--- config.mk ---
export PLATFORM = sky130hd
export DESIGN_NAME = linear_seq_ctrl
export DESIGN_NICKNAME = d
export VERILOG_FILES = /design/src/rtl/kws_linear_pkg.sv /design/src/rtl/linear_seq_delay.sv /design/src/rtl/linear_seq_ctrl.sv
export SDC_FILE = /design/constraint.sdc
export NUM_CORES = 1
export LEC_CHECK = 0
export BUFFER_PORTS_ARGS = -buffer_cell sky130_fd_sc_hd__buf_4
export CAP_MARGIN = 30
export CORE_MARGIN = 8
export CORE_UTILIZATION = 30
export CTS_BUF_LIST = sky130_fd_sc_hd__clkbuf_8 sky130_fd_sc_hd__clkbuf_16
export CTS_CLUSTER_DIAMETER = 100
export DETAILED_ROUTE_END_ITERATION = 8
export PLACE_DENSITY = 0.6
export RECOVER_POWER = 25
export SETUP_SLACK_MARGIN = 0.4
export SLEW_MARGIN = 20
export SYNTH_ARGS = -nofsm -noshare
export SYNTH_HDL_FRONTEND = slang
export SYNTH_SLANG_ARGS = --single-unit
--- constraint.sdc ---
create_clock -name clk_i -period 2.65 [get_ports clk_i]
set_input_delay 0 -clock clk_i [delete_from_list [all_inputs] [get_ports clk_i]]
set_output_delay 0 -clock clk_i [all_outputs]
set_load 0.01 [all_outputs]
--- src/rtl/kws_linear_pkg.sv ---
// Shared constants and types for the KWS linear layer: sequencer, MAC and buffers.
package kws_linear_pkg;

    localparam int unsigned IN_MAX    = 32;
    localparam int unsigned OUT_MAX   = 32;
    localparam int unsigned CW        = $clog2(IN_MAX);
    localparam int unsigned RW        = $clog2(OUT_MAX);
    localparam int unsigned FRAC_BITS = 24;  // Q1.7.24 neuron results

    typedef enum logic [2:0] {
        StIdle,
        StIssue,
        StDrain,
        StWrite,
        StDone
    } seq_state_e;

    function automatic logic len_ok(input logic [5:0] len, input int unsigned max_len);
        return (len != 6'd0) && ({26'd0, len} <= max_len);
    endfunction

endpackage

--- src/rtl/linear_seq_delay.sv ---
// Fixed-depth shift register that aligns MAC control {en, first, last} with read data.
module linear_seq_delay #(
    parameter int unsigned Depth = 1
) (
    input  logic clk_i,
    input  logic rst_ni,
    input  logic flush_i,
    input  logic en_i,
    input  logic first_i,
    input  logic last_i,
    output logic en_o,
    output logic first_o,
    output logic last_o
);

    logic [Depth-1:0][2:0] pipe_q;
    logic [Depth-1:0][2:0] pipe_d;

    always_comb begin
        pipe_d    = pipe_q;
        pipe_d[0] = {en_i, first_i, last_i};
        for (int i = 1; i < int'(Depth); i++) begin
            pipe_d[i] = pipe_q[i-1];
        end
    end

    always_ff @(posedge clk_i or negedge rst_ni) begin
        if (!rst_ni) begin
            pipe_q <= '0;
        end else if (flush_i) begin
            pipe_q <= '0;
        end else begin
            pipe_q <= pipe_d;
        end
    end

    assign en_o    = pipe_q[Depth-1][2];
    assign first_o = pipe_q[Depth-1][1];
    assign last_o  = pipe_q[Depth-1][0];

endmodule

--- src/rtl/linear_seq_ctrl.sv ---
// Linear-layer sequencer: walks neurons x features, drives reads, MAC strobes and result writes.
module linear_seq_ctrl
    import kws_linear_pkg::*;
#(
    parameter int unsigned MEM_LAT = 1
) (
    input  logic             clk_i,
    input  logic             rst_ni,
    input  logic             start_i,
    input  logic             abort_i,
    input  logic [5:0]       cfg_in_len_i,
    input  logic [5:0]       cfg_out_len_i,
    output logic             busy_o,
    output logic             done_o,
    output logic             cfg_err_o,
    output logic             feat_rd_en_o,
    output logic [CW-1:0]    feat_rd_addr_o,
    output logic             wgt_rd_en_o,
    output logic [RW+CW-1:0] wgt_rd_addr_o,
    output logic             mac_en_o,
    output logic             mac_clr_o,
    output logic             mac_last_o,
    output logic             out_wr_en_o,
    output logic [RW-1:0]    out_wr_addr_o,
    input  logic             out_wr_ready_i
);

    localparam int unsigned DW = $clog2(MEM_LAT + 2);

    seq_state_e    state_q;
    logic [CW-1:0] col_q;
    logic [RW-1:0] row_q;
    logic [CW-1:0] n_m1_q;
    logic [RW-1:0] m_m1_q;
    logic [DW-1:0] drain_q;
    logic          cfg_err_q;

    logic issue;
    logic abort_act;

    assign issue     = (state_q == StIssue);
    assign abort_act = abort_i && (state_q != StIdle);

    always_ff @(posedge clk_i or negedge rst_ni) begin
        if (!rst_ni) begin
            state_q   <= StIdle;
            col_q     <= '0;
            row_q     <= '0;
            n_m1_q    <= '0;
            m_m1_q    <= '0;
            drain_q   <= '0;
            cfg_err_q <= 1'b0;
        end else begin
            cfg_err_q <= 1'b0;
            if (abort_act) begin
                state_q <= StIdle;
                col_q   <= '0;
                row_q   <= '0;
                drain_q <= '0;
            end else begin
                case (state_q)
                    StIdle: begin
                        if (start_i) begin
                            if (len_ok(cfg_in_len_i, IN_MAX) && len_ok(cfg_out_len_i, OUT_MAX)) begin
                                n_m1_q  <= CW'(cfg_in_len_i - 6'd1);
                                m_m1_q  <= RW'(cfg_out_len_i - 6'd1);
                                col_q   <= '0;
                                row_q   <= '0;
                                state_q <= StIssue;
                            end else begin
                                cfg_err_q <= 1'b1;
                            end
                        end
                    end
                    StIssue: begin
                        if (col_q == n_m1_q) begin
                            col_q   <= '0;
                            drain_q <= '0;
                            state_q <= StDrain;
                        end else begin
                            col_q <= col_q + 1'b1;
                        end
                    end
                    // Wait for the last product to land and the MAC result to settle.
                    StDrain: begin
                        if (drain_q == DW'(MEM_LAT)) begin
                            state_q <= StWrite;
                        end else begin
                            drain_q <= drain_q + 1'b1;
                        end
                    end
                    StWrite: begin
                        if (out_wr_ready_i) begin
                            if (row_q == m_m1_q) begin
                                state_q <= StDone;
                            end else begin
                                row_q   <= row_q + 1'b1;
                                state_q <= StIssue;
                            end
                        end
                    end
                    StDone:  state_q <= StIdle;
                    default: state_q <= StIdle;
                endcase
            end
        end
    end

    linear_seq_delay #(
        .Depth (MEM_LAT)
    ) u_delay (
        .clk_i   (clk_i),
        .rst_ni  (rst_ni),
        .flush_i (abort_act),
        .en_i    (issue),
        .first_i (issue && (col_q == '0)),
        .last_i  (issue && (col_q == n_m1_q)),
        .en_o    (mac_en_o),
        .first_o (mac_clr_o),
        .last_o  (mac_last_o)
    );

    assign busy_o         = (state_q == StIssue) || (state_q == StDrain) || (state_q == StWrite);
    assign done_o         = (state_q == StDone);
    assign cfg_err_o      = cfg_err_q;
    assign feat_rd_en_o   = issue;
    assign feat_rd_addr_o = issue ? col_q : '0;
    assign wgt_rd_en_o    = issue;
    assign wgt_rd_addr_o  = issue ? {row_q, col_q} : '0;
    assign out_wr_en_o    = (state_q == StWrite);
    assign out_wr_addr_o  = (state_q == StWrite) ? row_q : '0;

endmodule
### Word-level counts from Yosys, hierarchy flattened

Index checks and enable logic that the tools add are counted.

| storage, ports and cells | value |
|---|---|
| bits in registers | 29 |
| output and inout port bits | 29 |
| logic and storage cells | 80 |

| cells by class | value |
|---|---|
| add/sub/neg operators | 5 |
| $lt $le $gt $ge | 2 |
| equality and inequality tests | 14 |
| multiplexer cells | 29 |
| bitwise gates (word level) | 1 |
| reduce and logical (&&, ||, !) cells | 21 |

Operators by type and width:

| cell | count |
|---|---|
| 5-bit 2-to-1 mux | 9 |
| 3-bit 2-to-1 mux | 8 |
| 5-bit one-hot mux with 2 select lines | 2 |
| 3-bit != test, second input constant | 5 |
| 6-bit less-or-equal comparator, second input constant | 2 |
| 3-bit one-hot mux with 4 select lines | 1 |
| 3-bit nonzero test | 4 |
| 6-bit nonzero test | 2 |
| 5-bit by 1-bit adder with 5-bit output, second input constant | 2 |
| 5-bit equality test | 2 |
| 10-bit 2-to-1 mux | 1 |
| 5-bit AND reduction | 2 |
| 5-bit by 1-bit subtractor with 5-bit output, second input constant | 2 |
| 3-bit by 2-bit equality test with 1-bit output, second input constant | 2 |
| 1-bit logical AND | 6 |
| 2-bit 2-to-1 mux | 3 |
| 3-bit by 1-bit != test with 1-bit output, second input constant | 2 |
| 3-bit AND reduction | 2 |
| 5-bit zero test | 1 |
| 1-bit 2-to-1 mux | 4 |
| 2-bit one-hot mux with 2 select lines | 1 |
| 4-bit AND reduction | 1 |
| 3-bit by 1-bit equality test with 1-bit output, second input constant | 1 |
| 3-bit equality test, second input constant | 1 |
| other kinds (5) | 6 |

### Longest topological paths before layout

Gate-level depths: netlist (run 1).

| depth | value |
|---|---|
| depth in word-level cells | 7 |
| gate-level depth with buffers | 8 |

### By module

A second synthesis (run 1) with hierarchy kept.

| second synthesis, totals | value |
|---|---|
| cells, all modules | 220 |
| area total of the unflattened synthesis | 1,959.4 µm² |

By module, submodules not included:

| module | instances | cells each | area an instance (µm²) | seq. area each (µm²) |
|---|---|---|---|---|
| linear_seq_ctrl | 1 | 214 | 1,865.5 | 650.6 |
| linear_seq_delay | 1 | 6 | 93.8 | 75.1 |

### Least setup slack after synthesis (run 1)

OpenSTA, ideal clock, no wires.

| timing | value |
|---|---|
| path kind | register to register |
| from | reg state_q[2] |
| to | reg row_q[2] |
| library setup time | 0.126 ns |
| arrival | 1.632 ns |
| data required time | 2.524 ns |
| setup slack | 0.892 ns |
| stages on the path, launching flop included | 7 |
| path buffers | 2 |
| clock period less this slack | 1.758 ns |
| path through | dfrtp_1 > buf_6 > nand2b_4 > or2_1 > buf_6 > o31a_1 > a221o_1 |

| between the ends | value |
|---|---|
| cells in the longest elaborated chain, start to end | 4 |

RTL lines:

| element | RTL line | source |
|---|---|---|
| start: declaration | linear_seq_ctrl.sv:30 | `seq_state_e state_q;` |
| start signal: assignment | linear_seq_ctrl.sv:46 | `state_q <= StIdle;` |
| start signal: assignment | linear_seq_ctrl.sv:56 | `state_q <= StIdle;` |
| start signal: assignment | linear_seq_ctrl.sv:69 | `state_q <= StIssue;` |
| 3-bit nonzero test | linear_seq_ctrl.sv:42 | `assign abort_act = abort_i && (state_q != StIdle);` |
| 1-bit logical AND | linear_seq_ctrl.sv:42 |  |
| 3-bit != test (no line), or another cell as far along | n/a |  |
| 5-bit AND reduction (no line) | n/a |  |
| end signal: assignment | linear_seq_ctrl.sv:97 | `row_q <= row_q + 1'b1;` |
| end: declaration | linear_seq_ctrl.sv:32 | `logic [RW-1:0] row_q;` |

Parallel ways exist; a longest one is shown, timed or not.
A chain may end at the register's enable or synchronous reset.

### Worst setup path in the final report (run 1)

| timing | value |
|---|---|
| from | reg state_q[0] |
| to | reg row_q[2] |

The elaborated chain is that of the path after synthesis.

==> summary.md, run 1 <==
### Timing
- Final Max Tran Viols: 0
- Hold Vio Cnt, Final: 0
- Worst-Margin Slew: 1.48 ns
- remaining max-slew budget at the tightest pin: 1.59%
- unrepaired setup endpoints after global routing: false
- worst hold margin: 0.0335 ns
- final period utilization: 79.3%
- Max Fclk: 476 MHz
- time the worst path needs with I/O delays and setup: 2.10 ns
- number of failing setup endpoints in the final timing report: 0
- Setup TNS: 0 ns
- setup clock skew after layout: 0.00726 ns

### Clock network
- clock root cell: clkbuf_8
- clock latency on the worst-skew pair: 0.28 ns
- Max Root-Sink Buffers: 2
- CTS HTree Levels: 2
- count of buffers added by post-CTS timing repair for setup: 0
- number of buffers created by CTS: 5
- Clock Sink Count: 29
- clock tree from TritonCTS: yes
- Clk pin slew, worst setup/hold paths: 0.06 ns

### Run
- number of maximum-capacitance constraint violations: 0

### Power and ir drop
- power density of the placed cells: 790 mW/mm²
- static power due to leakage: 1.13 nW
- Power, Total: 1.83 mW
- Max IR drop VDD: 0.000275 V

### Finish
- combined area of the multi-input logic cells: 965 µm²
- net total in the final layout: 265
- Core Util, Final: 39.1%
- final instance area: 0.00232 mm²
- Layout area overhead: 26.8%
- fill cell count: 620
- Seq. cell area: 726 µm²
- fraction of final layout cells with drive strength greater than 1: 23.9%
- number of inserted diodes: 0

### Setup path
- critical path peak fanout: 21
- critical path data arrival time: 2.27 ns
- cells along the critical path: or3_4, o211ai_1, o31a_1, nand2b_2, a221o_1
- critical path's largest stage delay: 0.61 ns
- slowest stage cell, crit path: dfrtp_1
- worst setup path class: flop to flop
- Setup crit start kind: flop
- Worst EP required: 2.82 ns
- endpoint class of the critical path: flop

### Floorplan
- area of the die: 0.00884 mm²
- number of standard-cell rows in the floorplan: 28
- Top Ports: 46
- die extent in x: 94.0 µm
- Std-Cell Core Area: 0.00592 mm²
- initial core utilization: 30.9%
- Die Span Y: 94.0 µm

### Placed design
- area of placed instances: 0.00216 mm²
- port bufs: 45
- estimated wirelength of the detail-placed design: 3320 µm
- routability congestion estimate: 0.754

### Detailed routing
- number of vias after detailed routing: 1505
- drt initial violations: 50
- final routed DRC violation total: 0
- WL per Instance: 13.4 µm
- per-cell via count in the routed design: 4.73
- antenna-violating nets left: 0
- Final Routed Wirelength: 4260 µm
- 1st-pass router iterations: 4

### GRT
- all-layer global routing usage: 10.5%
- sum of overflow across all layers after global routing: 0
- number of global-route vias before repair: 1539
- largest net degree at the start of global routing: 30
- global-route wire length before repair: 7340 µm
- antenna violations before repair: 0

### Logic synthesis
- most instantiated flip-flop cell in the synthesis netlist: dfrtp_1
- cell area after synthesis: 0.00183 mm²
- dominant cells by area after synthesis: dfrtp_1 40%, xnor2_1 8.6%, and3_1 4.5%
- flip-flop and latch count after synthesis: 29
- synthesized netlist net count: 225
- total number of yosys warnings: 0
- async set-or-reset flop fraction in the synthesized netlist: 100%
- top cell type's share of synthesized area: 39.7%
- Seq/Total Area, Yosys: 39.7%
- post-synth top area cell: dfrtp_1
- Post-Syn Instances: 202
- number of flops mapped to enable cells by yosys: 0
- most common cell in the synthesized netlist: dfrtp_1
- Mapped Avg Cell Area: 9.04 µm²
- most frequent cells after synthesis: 29 x dfrtp_1, 18 x nor2_1, 18 x xnor2_1
- post-synthesis cell type count: 41

### Outcome
- status: complete, no violations

### Hold path
- Hold Crit Class: primary input to flop

==> what timing repair did <==
action / CTS / global route
hold buffers: 4 / 0
endpoints found under the setup margin: 0 / 10
gates resized for setup: 0 / 1
endpoints found under the hold margin: 33 / 0
==> per-layer routing <==
layer  GRT usage [%]  part of all wire, %
met5               0                    0
met3            3.12                  4.5
met2            16.0                   44
met1            13.2                   49
met4            4.76                  1.9
==> flip-flops by register name (all words and copies together) (netlist names) <==
| register | cells |
|---|---|
| cfg_err_o | 1 |
| col_q | 5 |
| drain_q | 2 |
| m_m1_q | 5 |
| n_m1_q | 5 |
| row_q | 5 |
| state_q | 3 |
| u_delay.pipe_q | 3 |
==> metrics by stage <==
stage | cells | setup WS, ns
6_report | 318 | 0.549
5_1_grt | 318 | 0.428
4_1_cts | 318 | 0.453
3_5_place_dp | 306 | 0.462
3_3_place_gp | 306 | 0.610
2_1_floorplan | 202 | 0.892
==> cells by family (layout without fill, tap and decap cells) <==
group                      Yosys count  count (layout)  share of synthesized area [%]
AOI/OAI and AO/OA                   34              34                           13.3
xor gates and xnor gates            18              18                           8.63
adders and majority gates            6               6                           4.11
buffers and inverters               27              68                           7.74
DFF                                 29              29                           39.7
muxes                                2               2                           1.16
and+or+nand+nor                     86              86                           25.3
==> critical path, delay by kind of cell (launching register included) <==
kind,cells,cell delay [ns]
DFF,1,0.61
AOI/OAI and AO/OA,3,0.77
and+or+nand+nor,2,0.61
==> where the power goes <==
part | switching, mW | total, mW | leakage, nW | internal, mW
sequential | 0.145 | 0.711 | 0.385 | 0.566
combinational | 0.341 | 0.655 | 0.685 | 0.313
clock | 0.162 | 0.464 | 0.0626 | 0.302
==> final cells by class <==
class | count | area share, %
clock buffers | 6 | 3.57
flip-flops and latches | 29 | 31.3
repair buffers | 49 | 16.2
well taps | 75 | 4.05
inverters | 11 | 1.78
clock inverters | 2 | 1.46
multi-input cells | 146 | 41.7
==> final timing paths <==
| kind | slack (ns) | to | startpoint | cells after the start |
|---|---|---|---|---|
| setup / recovery | 0.55 | row_q[2]$_DFFE_PN0P_ | state_q[0]$_DFFE_PN0P_ | 5 |
| max in group asynchronous | 1.19 | n_m1_q[0]$_DFFE_PN0P_ | rst_ni | 2 |
| setup reg to reg | 0.55 | row_q[2]$_DFFE_PN0P_ | state_q[0]$_DFFE_PN0P_ | 5 |
| hold / removal | 0.03 | n_m1_q[2]$_DFFE_PN0P_ | cfg_in_len_i[2] | 3 |
| min in group asynchronous | 0.60 | row_q[0]$_DFFE_PN0P_ | rst_ni | 2 |
| hold reg to reg | 0.49 | drain_q[1]$_DFFE_PN0P_ | drain_q[1]$_DFFE_PN0P_ | 1 |
==> placed cells by master, fill, tap and decap left out, types with 3 or more instances in the layout <==
master / count
and3_1: 13
nor3_1: 8
and2_1: 7
nand2_1: 16
ha_1: 6
a221o_1: 4
inv_1: 12
a21oi_1: 3
a22o_1: 3
nand3_1: 6
clkbuf_8: 6
xnor2_1: 18
o21ai_0: 10
nor3b_1: 4
nor2_1: 18
buf_4: 44
dlygate4sd3_1: 4
dfrtp_1: 29
Note: power is estimated with default switching activity, not from simulation.
==> run 2: changes to the inputs <==
ABC_AREA = 1   (was unset)
clock period = 2.2 ns   (was 2.65 ns; I/O delays follow)
==> run 2 against run 1 <==
Compared with the run above:
- sequential power up 15%
- largest power group is now combinational cells
- clock power shrank 14%
- core utilization is 0.55 points higher
- first-iteration DRC count up 60%
- design area rose by 8.8%
- power grew 28%
- via count rose by 19%
==> summary.md, run 2 <==
### Clock network
- clock latency on the worst-skew pair: 0.27 ns, was 0.28 ns
- Max Root-Sink Buffers: 2, unchanged
- Clock Sink Count: 29, unchanged
- CTS HTree Levels: 2, unchanged
- clock root cell: clkbuf_8, unchanged
- number of buffers created by CTS: 5, unchanged
- clock tree from TritonCTS: yes, unchanged
- Clk pin slew, worst setup/hold paths: 0.06 ns, about the same

### Logic synthesis
- synthesized netlist net count: 292, was 225
- cell area after synthesis: 0.00197 mm², was 0.00183 mm²
- most common cell in the synthesized netlist: nand2_1, was dfrtp_1
- total number of yosys warnings: 0, unchanged
- flip-flop and latch count after synthesis: 29, unchanged
- Mapped Avg Cell Area: 7.33 µm², was 9.04 µm²
- most instantiated flip-flop cell in the synthesis netlist: dfrtp_1, unchanged
- async set-or-reset flop fraction in the synthesized netlist: 100%, unchanged
- post-synthesis cell type count: 32, was 41
- top cell type's share of synthesized area: 36.8%, was 39.7%
- Seq/Total Area, Yosys: 36.8%, was 39.7%
- Post-Syn Instances: 269, was 202
- dominant cells by area after synthesis: dfrtp_1 37%, nand2_1 12%, nor2_1 7.0%, was dfrtp_1 40%, xnor2_1 8.6%, and3_1 4.5%
- most frequent cells after synthesis: 65 x nand2_1, 37 x nor2_1, 33 x inv_1, was 29 x dfrtp_1, 18 x nor2_1, 18 x xnor2_1
- post-synth top area cell: dfrtp_1, unchanged
- number of flops mapped to enable cells by yosys: 0, unchanged

### Timing
- unrepaired setup endpoints after global routing: true, was false
- number of failing setup endpoints in the final timing report: 0, unchanged
- Worst-Margin Slew: 0.387 ns, was 1.48 ns
- setup slack of the critical path after layout: 0.506 ns, was 0.549 ns
- Final Max Tran Viols: 0, unchanged
- time the worst path needs with I/O delays and setup: 1.69 ns
- final period utilization: 77.0%
- remaining max-slew budget at the tightest pin: 74.2%, was 1.59%
- setup clock skew after layout: 0.00498 ns, was 0.00726 ns
- worst hold margin: 0.0147 ns, was 0.0335 ns
- Hold Vio Cnt, Final: 0, unchanged
- Max Fclk: 590 MHz
- Setup TNS: 0 ns, unchanged

### Setup path
- endpoint class of the critical path: output pin, was flop
- worst setup path class: flop to output pin, was flop to flop
- critical path peak fanout: 12, was 21
- crit path from: state_q[2]$_DFFE_PN0P_, was state_q[0]$_DFFE_PN0P_
- Worst R2R Path Depth: 8, was 5
- WP buf/inv: 2, was 0
- Setup crit start kind: flop, unchanged
- critical path's largest stage delay: 0.46 ns, was 0.61 ns
- FF-to-FF setup slack: 0.52 ns, was 0.55 ns
- slowest stage cell, crit path: dfrtp_1, unchanged
- largest delay contributor family on the critical path: simple AND/OR/NAND/NOR gates, was compound AO/OA/AOI/OAI gates
- Critical Path Stages: 4, was 5
- critical path data arrival time: 1.69 ns, was 2.27 ns
- Worst EP required: 2.20 ns, was 2.82 ns
- endpoint of the most critical register-to-register path: state_q[1]$_DFFE_PN0P_, was row_q[2]$_DFFE_PN0P_
- cells along the critical path: nor3_2, inv_2, nor2_1, buf_4, was or3_4, o211ai_1, o31a_1, nand2b_2, a221o_1
- launch point of the worst reg-to-reg path: state_q[2]$_DFFE_PN0P_, was state_q[0]$_DFFE_PN0P_

### GRT
- global-route wire length before repair: 8340 µm, was 7340 µm
- number of global-route vias before repair: 1763, was 1539
- largest net degree at the start of global routing: 30, unchanged
- sum of overflow across all layers after global routing: 0, unchanged
- all-layer global routing usage: 10.5%, about the same
- antenna violations before repair: 0, unchanged

### Floorplan
- Die Span Y: 97.1 µm, was 94.0 µm
- area of the die: 0.00942 mm², was 0.00884 mm²
- Top Ports: 46, unchanged
- Std-Cell Core Area: 0.00635 mm², was 0.00592 mm²
- number of standard-cell rows in the floorplan: 29, was 28
- initial core utilization: 31.0%, was 30.9%
- die extent in x: 97.1 µm, was 94.0 µm

### Power and ir drop
- Power, Total: 2.34 mW, was 1.83 mW
- cell internal power dissipation: 1.33 mW, was 1.18 mW
- static power due to leakage: 1.30 nW, was 1.13 nW
- power density of the placed cells: 930 mW/mm², was 790 mW/mm²
- Switching Power: 1.02 mW, was 0.648 mW
- net switching share of the total power: 43.3%, was 35.4%
- Clk pwr share: 17.1%, was 25.4%
- share of power burned in combinational logic: 47.9%, was 35.8%
- Max IR drop VDD: 0.000322 V, was 0.000275 V
- sequential cell fraction of total power: 35.0%, was 38.9%

### Hold path
- Hold Crit Class: primary input to flop, unchanged
- HP Start: start_i, was cfg_in_len_i[2]
- cell depth of the worst min-delay path: 3, unchanged
- Worst Hold Path EP: cfg_err_o$_DFF_PN0_, was n_m1_q[2]$_DFFE_PN0P_

### Finish
- net total in the final layout: 345, was 265
- commonest non-fill, non-tap cell in the layout: nand2_1, was buf_4
- Layout area overhead: 27.8%, was 26.8%
- fill cell count: 637, was 620
- final std cells w/o fill: 398, was 318
- fraction of final layout cells with drive strength greater than 1: 28.0%, was 23.9%
- number of inserted diodes: 0, unchanged
- final instance area: 0.00252 mm², was 0.00232 mm²
- highest-count cells in the layout ignoring fill and taps: 63 x nand2_1, 50 x buf_4, 37 x nor2_1, was 44 x buf_4, 29 x dfrtp_1, 18 x nor2_1, 18 x xnor2_1, 16 x nand2_1
- Core Util, Final: 39.7%, was 39.1%

### Outcome
- status: complete, no violations, unchanged

### Detailed routing
- antenna-violating nets left: 0, unchanged
- 1st-pass router iterations: 5, was 4
- per-cell via count in the routed design: 4.49, was 4.73
- WL per Instance: 12.4 µm, was 13.4 µm
- final routed DRC violation total: 0, unchanged
- number of vias after detailed routing: 1789, was 1505
- drt initial violations: 80, was 50
- Final Routed Wirelength: 4920 µm, was 4260 µm

### Placed design
- estimated wirelength of the detail-placed design: 3850 µm, was 3320 µm
- port bufs: 45, unchanged
- setup slack after placement: 0.518 ns, was 0.462 ns
- area of placed instances: 0.00234 mm², was 0.00216 mm²
- placed cells: 383, was 306
- routability congestion estimate: 0.822, was 0.754

### Run
- number of maximum-capacitance constraint violations: 0, unchanged

-- run 2: cell types whose count changed after synthesis, moves of 8 or more --
| cell | previous run | this run |
|---|---|---|
| nand2_1 | 16 | 65 |
| inv_1 | 11 | 33 |
| nor2_1 | 18 | 37 |
| and3_1 | 13 | 0 |
| nand3_1 | 7 | 19 |
| xnor2_1 | 18 | 6 |
| inv_2 | 0 | 9 |
| o21ai_1 | 1 | 9 |
-- run 2: worst reg2reg max path: stages, from the launching register on --
cell and delay [ns]:
dfrtp_1 0.46, nor3_2 0.35, inv_2 0.21, nor2_8 0.17, nand2_4 0.10, nand2_2 0.12, inv_2 0.04, nand3_1 0.07
nand2_1 0.05
-- run 2: worst max path at each step --
stage | endpoint | slack (ns)
after floorplan | wgt_rd_addr_o[1] | 0.64
after global placement | n_m1_q[2]$_DFFE_PN0P_ | 0.51
after detailed placement | n_m1_q[2]$_DFFE_PN0P_ | 0.52
after CTS | n_m1_q[2]$_DFFE_PN0P_ | 0.49
after global routing | row_q[0]$_DFFE_PN0P_ | 0.37
final | wgt_rd_addr_o[1] | 0.51
-- run 2: logic make-up after synthesis --
logic type	after synthesis	synth area share, %
buffers and inverters	51	11.2
AO/OA/AOI/OAI	35	11.7
AND/OR/NAND/NOR	139	32.4
flip-flops	29	36.8
adder cells (fa/ha/maj)	6	3.81
XOR/XNOR	9	4.00
-- run 2: area by class of cell --
cell class              count  area, µm²  share of cell area (%)
flip-flops and latches     29        726                    28.8
multi-input cells         189       1050                    41.5
clock inverters             1       5.00                   0.199
clock buffers               5       68.8                    2.73
repair buffers             54        415                    16.5
inverters                  43        161                    6.41
well taps                  77       96.3                    3.83
-- run 2: what timing repair did --
item / CTS / global route
endpoints found under the hold margin: 32 / 0
resized for setup: 0 / 5
hold buffers: 4 / 0
buffers inserted: 0 / 5
setup endpoints to repair: 0 / 16
-- run 2: power by group through the flow --
stage,Combinational (mW),Sequential [mW],Clock [mW]
CTS,1.10,0.822,0.415
detailed placement,1.09,0.831,0
floorplan,0.810,0.804,0
finish,1.12,0.819,0.400
global route,1.28,0.841,0.436
global placement,1.08,0.825,0
-- run 2: routing by layer --
layer,vias up,global-route usage [%],wire length (µm),part of all wire (%)
li1,940,-,-,-
met1,799,13.5,2400,49
met2,41,16.2,2210,45
met3,9,3.41,235,4.8
met4,0,3.43,74,1.5
met5,-,0,0,0
